--- src/rtl/usb_arbiter.sv ---
// usb_arbiter: round-robin arbiter that lets two requesters share one drive bus.
// Each transaction goes through SETUP, HOLD and RESP. In SETUP the write strobe
// fires. HOLD lasts ACCESS_CYCLES cycles. At the end of HOLD the read data is
// sampled, and in RESP the owner receives a one-cycle ack.
module usb_arbiter #(
    parameter int unsigned BUSWIDTH      = 8,
    parameter int unsigned ACCESS_CYCLES = 2
) (
    input  logic                clk,
    input  logic                rst_n,
    input  logic                req_a,
    input  logic                wr_a,
    input  logic [BUSWIDTH-1:0] addr_a,
    input  logic [BUSWIDTH-1:0] wdata_a,
    output logic                ack_a,
    output logic [BUSWIDTH-1:0] rdata_a,
    input  logic                req_b,
    input  logic                wr_b,
    input  logic [BUSWIDTH-1:0] addr_b,
    input  logic [BUSWIDTH-1:0] wdata_b,
    output logic                ack_b,
    output logic [BUSWIDTH-1:0] rdata_b,
    output logic [BUSWIDTH-1:0] drv_read_addr,
    output logic [BUSWIDTH-1:0] drv_write_addr,
    output logic [BUSWIDTH-1:0] drv_write_data,
    output logic                drv_we,
    input  logic [BUSWIDTH-1:0] drv_data,
    output logic                busy,
    output logic                grant_b
);

    typedef enum logic [1:0] {IDLE, SETUP, HOLD, RESP} state_e;

    state_e                state_q;
    logic                  last_b_q;
    logic [BUSWIDTH-1:0]   cmd_addr_q;
    logic [BUSWIDTH-1:0]   cmd_wdata_q;
    logic [3:0]            cnt_q;
    logic                  ack_a_q;
    logic                  ack_b_q;
    logic [BUSWIDTH-1:0]   rdata_a_q;
    logic [BUSWIDTH-1:0]   rdata_b_q;
    logic                  drv_we_q;
    logic                  busy_q;
    logic                  grant_b_q;

    logic                  win_b_d;
    logic                  win_wr_d;
    logic [BUSWIDTH-1:0]   win_addr_d;
    logic [BUSWIDTH-1:0]   win_wdata_d;

    // Pick the winner. When both requesters are active, the one not served last wins.
    always_comb begin
        win_b_d     = 1'b0;
        win_wr_d    = 1'b0;
        win_addr_d  = '0;
        win_wdata_d = '0;
        if (req_a && req_b) begin
            win_b_d = ~last_b_q;
        end else begin
            win_b_d = req_b;
        end
        if (win_b_d) begin
            win_wr_d    = wr_b;
            win_addr_d  = addr_b;
            win_wdata_d = wdata_b;
        end else begin
            win_wr_d    = wr_a;
            win_addr_d  = addr_a;
            win_wdata_d = wdata_a;
        end
    end

    // Transaction FSM. All outputs are registered.
    always_ff @(posedge clk or negedge rst_n) begin
        if (!rst_n) begin
            state_q     <= IDLE;
            last_b_q    <= 1'b1;
            cmd_addr_q  <= '0;
            cmd_wdata_q <= '0;
            cnt_q       <= '0;
            ack_a_q     <= 1'b0;
            ack_b_q     <= 1'b0;
            rdata_a_q   <= '0;
            rdata_b_q   <= '0;
            drv_we_q    <= 1'b0;
            busy_q      <= 1'b0;
            grant_b_q   <= 1'b0;
        end else begin
            ack_a_q <= 1'b0;
            ack_b_q <= 1'b0;
            case (state_q)
                IDLE: begin
                    if (req_a || req_b) begin
                        state_q     <= SETUP;
                        grant_b_q   <= win_b_d;
                        last_b_q    <= win_b_d;
                        cmd_addr_q  <= win_addr_d;
                        cmd_wdata_q <= win_wdata_d;
                        // drv_we_q holds the latched wr for SETUP only, which yields a single strobe cycle
                        drv_we_q    <= win_wr_d;
                        busy_q      <= 1'b1;
                    end
                end
                SETUP: begin
                    state_q  <= HOLD;
                    drv_we_q <= 1'b0;
                    cnt_q    <= 4'(ACCESS_CYCLES);
                end
                HOLD: begin
                    if (cnt_q == 4'd1) begin
                        state_q <= RESP;
                        if (grant_b_q) begin
                            rdata_b_q <= drv_data;
                            ack_b_q   <= 1'b1;
                        end else begin
                            rdata_a_q <= drv_data;
                            ack_a_q   <= 1'b1;
                        end
                    end else begin
                        cnt_q <= cnt_q - 4'd1;
                    end
                end
                RESP: begin
                    state_q <= IDLE;
                    busy_q  <= 1'b0;
                end
                default: begin
                    state_q  <= IDLE;
                    busy_q   <= 1'b0;
                    drv_we_q <= 1'b0;
                end
            endcase
        end
    end

    assign ack_a          = ack_a_q;
    assign ack_b          = ack_b_q;
    assign rdata_a        = rdata_a_q;
    assign rdata_b        = rdata_b_q;
    assign drv_read_addr  = cmd_addr_q;
    assign drv_write_addr = cmd_addr_q;
    assign drv_write_data = cmd_wdata_q;
    assign drv_we         = drv_we_q;
    assign busy           = busy_q;
    assign grant_b        = grant_b_q;

endmodule

--- config.mk ---
export PLATFORM = sky130hd
export DESIGN_NAME = usb_arbiter
export DESIGN_NICKNAME = d
export VERILOG_FILES = /design/src/rtl/usb_arbiter.sv
export SDC_FILE = /design/constraint.sdc
export NUM_CORES = 1
export LEC_CHECK = 0
export ABC_CLOCK_PERIOD_IN_PS = 2400
export BUFFER_PORTS_ARGS = -buffer_cell sky130_fd_sc_hd__buf_2
export CAP_MARGIN = 20
export CORE_UTILIZATION = 47
export DETAILED_ROUTE_END_ITERATION = 10
export GPL_ROUTABILITY_DRIVEN = 0
export HOLD_SLACK_MARGIN = 0.08
export PLACE_DENSITY_LB_ADDON = 0.2
export SYNTH_ARGS = -nofsm -noshare
export SYNTH_HDL_FRONTEND = slang
export SYNTH_SLANG_ARGS = --single-unit
export TNS_END_PERCENT = 10
--- constraint.sdc ---
create_clock -name clk -period 2.4 [get_ports clk]
set_input_delay 0.24 -clock clk [delete_from_list [all_inputs] [get_ports clk]]
set_output_delay 0.24 -clock clk [all_outputs]
set_load 0.1 [all_outputs]
==> metrics.cfg <==
[yosys]
netlist_area_mm2=0.00205
synth_top_area_frac=0.526
ys_seq_elements=44
synth_area_leaders=dfrtp_1 53%, mux2_2 9.4%, mux2i_1 9.3%
ys_types=33
ys_seq_area_frac=0.539
yosysWarningCount=0
postSynthCellCount=174
syn-num-nets=227
yosys.area.top_type=dfrtp_1
syn_avg_cell_area_um2=11.8

[worst_setup_path]
worst_setup_path_start_kind=register
cp-end-kind=register
crit_chain=inv_1 > ha_1 > inv_2 > nor4b_4 > mux2_2
slowest_delay_ps=570
crit_arrival_ps=2220
path_class=register to register
required_ps=2580
cpMaxStageDelayCell=nor4b_4
cp_max_fo=9

[layout]
stdcell_count=310
area_growth_pct=26.1
layout_common_cells=90 x buf_2, 43 x dfrtp_1, 22 x nand2_1
diodes=0
fillerInstances=330
final_common_cell=buf_2
finalInstanceArea_mm2=0.00258
fin_nets=313
layout-drive-gt1-share=0.469

[drt]
via_per_inst=4.94
ant_nets=0
drc_errors=0
drt_iter0_markers=44
wl_per_cell_um=12.7
num_vias=1532
wl_um=3930
drtPass1Iterations=4

[clocking]
cts-resized-gates=0
cts_tree=yes
insertion_delay_ps=290
clk_pin_slew_worst_paths_ps=80
cts_buffer_depth=2
cts_root_buf=clkbuf_8
cts.sinks=44
h-tree-depth=2
numCtsBuffers=5

[die]
dieWidth_um=68.0
initial_core_util=0.501
fp-row-count=23
core-area_mm2=0.00409
dieArea_mm2=0.00462
die_h_um=68.0
io_pins=91

[timing]
rsz0062_at_grt=no
slew_headroom=0.609
hold_viol=0
fmaxAchievable_ghz=0.491
final_max_slew_viol_count=0
period_share=0.849
fin_hold_ws_ps=183
min_period_ps=2040
setup_tns_ps=0
skew_ps=4.96
worstMarginPinSlew_ps=585
finalSetupViolCount=0

[global_route]
grt_pass1_wl_um=6110
antenna_found_initial=0
grt_max_degree=33
grt_pass1_vias=1384
track_usage=0.183
grt_remaining_overflow=0

[placed_design]
dp.cells=302
io_buffers=90
dp_hpwl_um=3050
placed_area_mm2=0.00249

[flow_run]
drv_cap=0

[outcome]
status=complete, no violations

[hold_path]
min_path_type=input port to register

==> timing repair <==
action | CTS | global route
hold buffers | 1 | 0
endpoints found under the hold margin | 17 | 0
buffers inserted | 0 | 0
==> flip-flops by register name, indices dropped and copies added (netlist names), 2 cells and up <==
signal and cells:
rdata_b 8, drv_read_addr 8, rdata_a 8, drv_write_data 8
cnt_q 4, state_q 2
==> per-stage QoR <==
stage          setup slack [ps]   util
6_report                    362  0.631
5_1_grt                     246  0.631
4_1_cts                     369  0.631
3_5_place_dp                376  0.609
3_3_place_gp                440  0.609
2_1_floorplan               432      -
==> Yosys cell counts <==
master    instances
nand4b_1          1
nor4b_4           1
mux2i_1          19
inv_2             1
mux2_2           17
a31oi_1           1
nand3_1           2
buf_4             9
nor3_1            1
dfrtp_1          43
o22ai_1           1
clkbuf_1          3
nand3b_1          1
nand2_1          22
o21ai_0          16
buf_2             1
nor3b_1           1
dfstp_2           1
o31ai_1           1
a21oi_1           5
nand2b_1          1
a21bo_2           1
a22o_1            1
ha_1              7
a32oi_1           1
o32a_1            1
a21boi_0          1
nor2b_1           2
or3b_2            1
o21ai_1           1
inv_1             7
nor2_1            2
clkbuf_2          1
==> logic make-up (layout without fill, tap and decap cells) <==
family	after synthesis	in the layout	share of synthesized area
flops	44	44	0.539
mux	36	36	0.187
simple gates	35	35	0.0881
compound gates	30	30	0.0856
buf+inv	22	108	0.0581
fa+ha+maj	7	7	0.0428
==> worst paths after layout <==
check                                   from                 to  slack, ps  cells after the start
max                               state_q[0]         rdata_a[7]        360                      5
min                                    req_a           last_b_q        180                      2
max reg2reg                       state_q[0]         rdata_a[7]        360                      5
min reg2reg                drv_write_data[6]  drv_write_data[6]        480                      2
max in group asynchronous              rst_n   drv_read_addr[4]       1320                      3
min in group asynchronous              rst_n         rdata_b[6]        410                      2
==> routing by layer <==
layer / share of wire / track usage / vias up
met5: 0 / 0 / -
met1: 0.44 / 0.216 / 707
met3: 0.072 / 0.0617 / 6
li1: - / - / 759
met4: 0.015 / 0.0833 / 0
met2: 0.47 / 0.300 / 60
==> final cells by class <==
type / count / area [um^2] / share of cell area
clock inverter: 2 / 12.5 / 0.00485
multi-input combinational: 108 / 828 / 0.321
tap: 50 / 62.6 / 0.0242
clock buffer: 5 / 68.8 / 0.0267
timing repair buffer: 93 / 475 / 0.184
sequential: 44 / 1100 / 0.427
inverter: 8 / 30.0 / 0.0116
==> worst max-delay path: cells and delay by family (launching register included) <==
family	cells	cell delay, ps
fa+ha+maj	1	310
mux	1	400
simple gates	1	570
flops	1	420
buf+inv	2	240
Power is left out: the tool's default activity adds up to more than one toggle a clock period on the data nets, which glitch-free logic cannot reach.
